File: config.mk
export PLATFORM = sky130hd
export DESIGN_NAME = madder_tree_acc
export DESIGN_NICKNAME = d
export VERILOG_FILES = /design/src/rtl/madder_tree_acc.sv
export SDC_FILE = /design/constraint.sdc
export NUM_CORES = 2
export LEC_CHECK = 0
export CAP_MARGIN = 25
export CORE_AREA = 2 2 417 419
export CTS_CLUSTER_SIZE = 30
export DETAILED_ROUTE_END_ITERATION = 16
export DIE_AREA = 0 0 419 421
export HOLD_SLACK_MARGIN = 0.1
export PLACE_DENSITY = 0.64
export SLEW_MARGIN = 10
export SYNTH_ARGS = -nofsm -noshare
export SYNTH_HDL_FRONTEND = slang
export SYNTH_SLANG_ARGS = --single-unit
File: constraint.sdc
create_clock -name clk -period 6.79 [get_ports clk]
set_clock_uncertainty 0.05 [all_clocks]
set_input_delay 1.358 -clock clk [delete_from_list [all_inputs] [get_ports clk]]
set_output_delay 1.358 -clock clk [all_outputs]
set_load 0.01 [all_outputs]
File: src/rtl/madder_tree_acc.sv
// Pipelined adder-tree reduction of LENGTH lanes per beat, with optional multi-beat
// accumulation closed by in_last. Valid/ready flow control; all stages stall together.
module madder_tree_acc #(
  parameter int unsigned DATA_WIDTH = 16,
  parameter int unsigned LENGTH     = 64,
  parameter logic [31:0] PIPELINE   = 32'b001001,
  parameter bit          SIGNED     = 1'b1,
  parameter int unsigned ACC_EXTRA  = 8,
  localparam int unsigned NUM_LAYERS = $clog2(LENGTH),
  localparam int unsigned P          = 2 ** NUM_LAYERS,
  localparam int unsigned TW         = DATA_WIDTH + NUM_LAYERS,
  localparam int unsigned ACC_WIDTH  = TW + ACC_EXTRA
) (
  input  logic                             clk,
  input  logic                             rst_n,
  input  logic                             acc_en,
  input  logic                             in_valid,
  output logic                             in_ready,
  input  logic [LENGTH-1:0][DATA_WIDTH-1:0] in_data,
  input  logic                             in_last,
  output logic                             out_valid,
  input  logic                             out_ready,
  output logic [ACC_WIDTH-1:0]             out_data,
  output logic                             out_ovf
);

  // Bits above TW that must be set when sign-extending a tree result into the accumulator.
  localparam logic [ACC_WIDTH-1:0] ExtMask =
    ~((ACC_WIDTH'(1) << TW) - ACC_WIDTH'(1));

  logic adv;
  logic out_valid_q, out_valid_d;

  // Single global advance: every stage moves only when the output slot can take a result.
  assign adv      = !out_valid_q || out_ready;
  assign in_ready = adv;

  logic [P-1:0][DATA_WIDTH-1:0] lanes;

  // Zero-pad the lane vector up to the next power of two.
  always_comb begin
    lanes = '0;
    lanes[LENGTH-1:0] = in_data;
  end

  for (genvar i = 0; i < NUM_LAYERS; i++) begin : g_layer
    localparam int unsigned N  = P >> (i + 1);
    localparam int unsigned CW = DATA_WIDTH + i;

    logic [2*N-1:0][CW-1:0] child;
    logic                   child_vld, child_lst;
    logic [N-1:0][CW:0]     sum;
    logic [N-1:0][CW:0]     node;
    logic                   node_vld, node_lst;

    if (i == 0) begin : g_src
      assign child     = lanes;
      assign child_vld = in_valid;
      assign child_lst = in_last;
    end else begin : g_prev
      assign child     = g_layer[i-1].node;
      assign child_vld = g_layer[i-1].node_vld;
      assign child_lst = g_layer[i-1].node_lst;
    end

    // Pairwise add with one bit of growth; extension follows the arithmetic mode.
    always_comb begin
      sum = '0;
      for (int k = 0; k < N; k++) begin
        sum[k] = {SIGNED & child[2*k][CW-1], child[2*k]}
               + {SIGNED & child[2*k+1][CW-1], child[2*k+1]};
      end
    end

    if (PIPELINE[i]) begin : g_reg
      logic [N-1:0][CW:0] node_q;
      logic               vld_q, lst_q;

      // Registered layer with its valid/last shadow bits, frozen while stalled.
      always_ff @(posedge clk or negedge rst_n) begin
        if (!rst_n) begin
          node_q <= '0;
          vld_q  <= 1'b0;
          lst_q  <= 1'b0;
        end else if (adv) begin
          node_q <= sum;
          vld_q  <= child_vld;
          lst_q  <= child_lst;
        end
      end

      assign node     = node_q;
      assign node_vld = vld_q;
      assign node_lst = lst_q;
    end else begin : g_comb
      assign node     = sum;
      assign node_vld = child_vld;
      assign node_lst = child_lst;
    end
  end

  logic [TW-1:0] t_sum;
  logic          t_vld, t_lst;

  assign t_sum = g_layer[NUM_LAYERS-1].node[0];
  assign t_vld = g_layer[NUM_LAYERS-1].node_vld;
  assign t_lst = g_layer[NUM_LAYERS-1].node_lst;

  logic [ACC_WIDTH-1:0] acc_q, acc_d, out_data_q, out_data_d;
  logic [ACC_WIDTH-1:0] s_ext, op_a, nxt;
  logic [ACC_WIDTH:0]   sum_c;
  logic                 ovf_acc_q, ovf_acc_d, acc_empty_q, acc_empty_d;
  logic                 out_ovf_q, out_ovf_d, add_ovf, ovf_nxt;

  // Accumulator stage: extend tree result, add to running sum, route to output on close.
  always_comb begin
    s_ext = ACC_WIDTH'(t_sum);
    if (SIGNED && t_sum[TW-1]) begin
      s_ext = s_ext | ExtMask;
    end
    // First beat of a group adds to zero so a stale accumulator cannot leak in.
    op_a  = acc_empty_q ? '0 : acc_q;
    sum_c = {1'b0, op_a} + {1'b0, s_ext};
    nxt   = sum_c[ACC_WIDTH-1:0];
    if (SIGNED) begin
      add_ovf = (op_a[ACC_WIDTH-1] == s_ext[ACC_WIDTH-1]) &&
                (nxt[ACC_WIDTH-1] != op_a[ACC_WIDTH-1]);
    end else begin
      add_ovf = sum_c[ACC_WIDTH];
    end
    ovf_nxt = (!acc_empty_q && ovf_acc_q) || add_ovf;

    acc_d       = acc_q;
    ovf_acc_d   = ovf_acc_q;
    acc_empty_d = acc_empty_q;
    out_data_d  = out_data_q;
    out_ovf_d   = out_ovf_q;
    out_valid_d = out_valid_q;
    if (out_valid_q && out_ready) begin
      out_valid_d = 1'b0;
    end
    if (adv && t_vld) begin
      if (!acc_en || t_lst) begin
        out_data_d  = nxt;
        out_ovf_d   = ovf_nxt;
        out_valid_d = 1'b1;
        acc_empty_d = 1'b1;
      end else begin
        acc_d       = nxt;
        ovf_acc_d   = ovf_nxt;
        acc_empty_d = 1'b0;
      end
    end
  end

  // Accumulator and output registers; reset drops any partial group.
  always_ff @(posedge clk or negedge rst_n) begin
    if (!rst_n) begin
      acc_q       <= '0;
      ovf_acc_q   <= 1'b0;
      acc_empty_q <= 1'b1;
      out_data_q  <= '0;
      out_ovf_q   <= 1'b0;
      out_valid_q <= 1'b0;
    end else begin
      acc_q       <= acc_d;
      ovf_acc_q   <= ovf_acc_d;
      acc_empty_q <= acc_empty_d;
      out_data_q  <= out_data_d;
      out_ovf_q   <= out_ovf_d;
      out_valid_q <= out_valid_d;
    end
  end

  assign out_valid = out_valid_q;
  assign out_data  = out_data_q;
  assign out_ovf   = out_ovf_q;

endmodule
* Word level (Yosys, flattened, before mapping)
Cells that the tools add are included.
** Cells by class
- Equality and inequality tests :: 2
- $add $sub $neg :: 64
- Reductions and logical operators :: 12
- Mux-type cells :: 6
- Bitwise gates (word level) :: 1
** Operator list (number)
- $add A16 B16 Y17 :: 32
- $add A17 B17 Y18 :: 16
- $add A18 B18 Y19 :: 8
- $add A19 B19 Y20 :: 4
- $mux W30 :: 2
- $add A20 B20 Y21 :: 2
- $add A30 B30 Y30 :: 1
- $add A21 B21 Y22 :: 1
- $logic_and A1 B1 Y1 :: 4
- $mux W1 :: 4
- $reduce_and A2 Y1 :: 2
- $logic_not A1 Y1 :: 3
- $logic_or A1 B1 Y1 :: 3
- $eq A1 B1 Y1 :: 1
- $ne A1 B1 Y1 :: 1
- $not A1 Y1 :: 1
** Storage, ports and cells
- Input bits :: 1030
- Word-level logic and storage cells :: 131
- Output and inout port bits :: 33
- Bits in registers :: 692

* Depth between registers and ports, before layout
- Depth after elaboration :: 7
- Mapped depth :: 29
- Depth with buffers taken out :: 29

* Least setup slack after synthesis
OpenSTA, ideal clock, no wires.
- Path type :: register -> register
- Start point :: register g_layer[3].g_reg.node_q[22] (netlist name)
- End point :: register acc_q[27]
- Period minus slack after synthesis :: 5777 ps
- Setup time :: 121 ps
- Buffers on the path :: 0
- Arrival time :: 5605 ps
- Stages on the path, launching flop included :: 28
- Data required time :: 6619 ps
- Path slack :: 1013 ps
- Cell sequence :: dfrtp_1 > inv_1 > fa_1 > fa_1 > inv_1 > ha_1 > a21o_1 > a21oi_1 > o21bai_1 > a21oi_1 > o21bai_1 > a211oi_1 > o21ai_0 > and2_1 > a21o_1 > a21oi_1 > xnor2_1 > ha_1 > and3_1 > a221o_1 > nor3_1 > a21oi_2 > nand4_2 > a31oi_4 > a31oi_1 > a2bb2oi_2 > mux2_1 > o22a_1
** On the way
- Cells in the longest elaborated chain, start to end :: 4
** RTL lines
- start: declaration :: line 76 : logic [N-1:0][CW:0] node_q;
- start signal: assignment :: line 86 : node_q <= sum;
- $add A20 B20 Y21 :: line 71 : + {SIGNED & child[2*k+1][CW-1], child[2*k+1]};
- $add A21 B21 Y22 :: line 71
- $mux W30 :: line 118 : if (SIGNED && t_sum[TW-1]) begin
- $add A30 B30 Y30 :: line 123 : sum_c = {1'b0, op_a} + {1'b0, s_ext};
- end signal: assignment :: line 159 : acc_q <= '0;
- end signal: assignment :: line 166 : acc_q <= acc_d;
- end: declaration :: line 109 : logic [ACC_WIDTH-1:0] acc_q, acc_d, out_data_q, out_data_d;
No other way between the ends.
A chain may end at the register's enable or synchronous reset.

* Final worst setup path
Same ends and word-level chain as after synthesis.

==> flow_metrics.py <==
metrics = {
    "yosys": {
        "yosysTopAreaCellShare_pct": 27.7,
        "yosysUniqueCellTypes": 83,
        "yosysSeqAreaShare_pct": 27.8,
        "synth_common_cells": "951 x inv_1, 717 x nand2_1, 691 x dfrtp_1",
        "synth_top_area_cell": "dfrtp_1",
        "post-synth-top-count-cell": "inv_1",
        "yosys-top-cells-area": "dfrtp_1 28%, fa_1 16%, ha_1 13%",
        "ys_warn_count": 0,
        "synth_edf_count": 0,
        "syn_area_per_cell_sq_um": 8.93,
        "ys.flop_type": "dfrtp_1",
        "synthArstFlopShare_pct": 100,
        "netlist_area_sq_um": 62300,
        "ys_ff_latch": 692,
        "syn_nets": 9141,
        "syn_inst": 6979,
    },
    "floorplan": {
        "die_w_um": 419,
        "pin_count": 1063,
        "num_rows": 153,
        "die_height_um": 421,
        "die_area_sq_um": 176000,
        "coreArea_sq_um": 172000,
        "initial_core_util_pct": 36.1,
    },
    "clocking": {
        "clkLatencyLatePin_ns": 0.70,
        "cts_max_level": 3,
        "numCtsBuffers": 89,
        "cts_tree": "built",
        "cts.clk_slew.worst_paths_ns": 0.06,
        "clock-root-buffer": "clkbuf_16",
        "clockBufferDepth": 3,
        "cts_setup_buffers": 0,
        "cts_sinks": 692,
    },
    "timing": {
        "finalMaxSlewViolations": 0,
        "worst_pin_slew_ns": 0.984,
        "rsz0062_at_grt": "false",
        "relSlewSlack_pct": 32.7,
        "post-route-period-util_pct": 93.4,
        "fmax_ghz": 0.158,
        "hold_viol_final": 0,
        "period_minus_slack_ns": 6.34,
        "setup_viol": 0,
        "tns_ns": 0,
    },
    "placed_design": {
        "place.gp.congestion": 0.979,
        "hpwl_mm": 193,
        "io_buffers": 1062,
    },
    "critical_path": {
        "cp.arrival_ns": 6.87,
        "cp_max_fo": 4,
        "path_common_cell": "a21oi_1",
        "critPathCaptureType": "register",
        "path_class": "register to register",
        "worstPathRequired_ns": 7.32,
        "start_kind": "register",
        "slowest_delay_ns": 0.53,
        "cpMaxStageDelayCell": "fa_1",
    },
    "global_route": {
        "grt_max_degree": 181,
        "grt_pass1_wl_mm": 341,
        "grt_usage_pct": 25.6,
        "first_global_vias": 55000,
        "grt_overflow": 0,
        "antenna_found_initial": 24,
    },
    "route": {
        "drt_iter0_drc": 3576,
        "drc": 0,
        "first_pass_iters": 5,
        "drt-vias-per-instance": 5.12,
        "wire_per_inst_um": 21.9,
        "via_count": 53300,
        "routed_wl_mm": 228,
        "ant_nets": 0,
    },
    "job": {
        "cap_violations": 0,
    },
    "layout": {
        "final_layout_size_suffix_gt1_share_pct": 3.46,
        "nets": 10200,
        "fin_util_pct": 45.6,
        "synthToLayoutAreaGrowth_pct": 26.3,
    },
    "hold_path": {
        "hp-class": "register to register",
    },
    "run_status": {
        "status": "completed",
    },
}
[final timing paths]
kind                                                   from                      endpoint  slack, ns  depth (start not counted)
worst min-delay path                              acc_q[12]                     acc_q[12]       0.42                          2
max in group asynchronous                             rst_n  g_layer[0].g_reg.node_q[238]       4.59                          2
worst max-delay path            g_layer[3].g_reg.node_q[22]                     acc_q[27]       0.45                         27
worst max register to register  g_layer[3].g_reg.node_q[22]                     acc_q[27]       0.45                         27
worst min register to register                    acc_q[12]                     acc_q[12]       0.42                          2
min in group asynchronous                             rst_n  g_layer[0].g_reg.node_q[348]       0.68                          1
[stage by stage]
stage / instances / instance area [sq um] / hold WS [ns] / worst slack (ns)
floorplan: 6979 / 62300 / 0.388 / 1.01
global placement: 10200 / 75600 / 0.401 / 0.525
detailed placement: 10200 / 75600 / 0.404 / 0.469
CTS: 10400 / 78700 / 0.420 / 0.428
global route: 10400 / 78700 / 0.443 / 0.0303
finish: 10400 / 78700 / 0.419 / 0.446
[cell usage in the layout (no fill, tap or decap), types with 22 or more instances in the layout]
master / n
clkdlybuf4s50_1: 1061
inv_1: 951
nand2_1: 717
dfrtp_1: 691
ha_1: 638
a21oi_1: 615
nor2_1: 574
fa_1: 494
o21ai_0: 365
xnor2_1: 242
xor2_1: 160
nand3_1: 148
nor3_1: 133
o31ai_1: 133
a21o_1: 106
and3_1: 92
clkbuf_16: 90
nor2b_1: 87
a211oi_1: 86
a21boi_0: 78
nand2b_1: 54
or3_1: 44
o21a_1: 42
mux2_2: 33
nor3b_1: 33
a41oi_1: 31
a211o_1: 30
or4b_2: 26
nand4b_1: 22
[cell type report]
class                           count  area (sq um)
Fill cell                       16600         93800
Multi-Input combinational cell   5172         40800
Sequential cell                   692         17300
Timing Repair Buffer             1089         10900
Inverter                          954          3590
Tap cell                         2325          2910
Clock buffer                      115          2490
Clock inverter                     48           613
Antenna cell                       21          52.6
[sequential cells by signal, summed over array words and instances (netlist names)]
register	cells
acc_empty_q	1
acc_q	30
g_layer.g_reg.lst_q	2
g_layer.g_reg.node_q	624
g_layer.g_reg.vld_q	2
out_data	30
out_ovf	1
out_valid	1
ovf_acc_q	1
[critical path, delay by kind of cell (launching register included)]
| family | cells | cell delay (ns) |
|---|---|---|
| simple gates | 4 | 0.78 |
| compound gates | 15 | 2.89 |
| flops | 1 | 0.36 |
| mux | 1 | 0.35 |
| xor+xnor | 1 | 0.14 |
| buf+inv | 2 | 0.14 |
| fa+ha+maj | 4 | 1.52 |
[logic make-up (layout without fill, tap and decap cells)]
group | after synthesis | in the layout | synth area share, %
buffers and inverters | 1115 | 2206 | 6.74
and+or+nand+nor | 1990 | 1990 | 14.6
xor gates and xnor gates | 402 | 402 | 5.65
adders and majority gates | 1133 | 1133 | 28.7
AOI/OAI and AO/OA | 1611 | 1611 | 15.9
muxes | 36 | 36 | 0.647
DFF | 692 | 692 | 27.8
other | 0 | 21 | 0
[layer usage]
| metal | up-vias | track usage, % | share of wire (%) |
|---|---|---|---|
| met3 | 286 | 2.95 | 4.2 |
| met5 | - | 0 | 0.031 |
| li1 | 25500 | - | - |
| met1 | 26100 | 34.2 | 44 |
| met4 | 12 | 7.98 | 3.3 |
| met2 | 1379 | 43.3 | 48 |
[what timing repair did]
action,CTS,global route
setup endpoints to repair,0,1
hold buffers,0,0
resized for setup,0,1
Power is not shown: default switching activity piles up to over one toggle a cycle in this logic, so the estimate is an artifact.
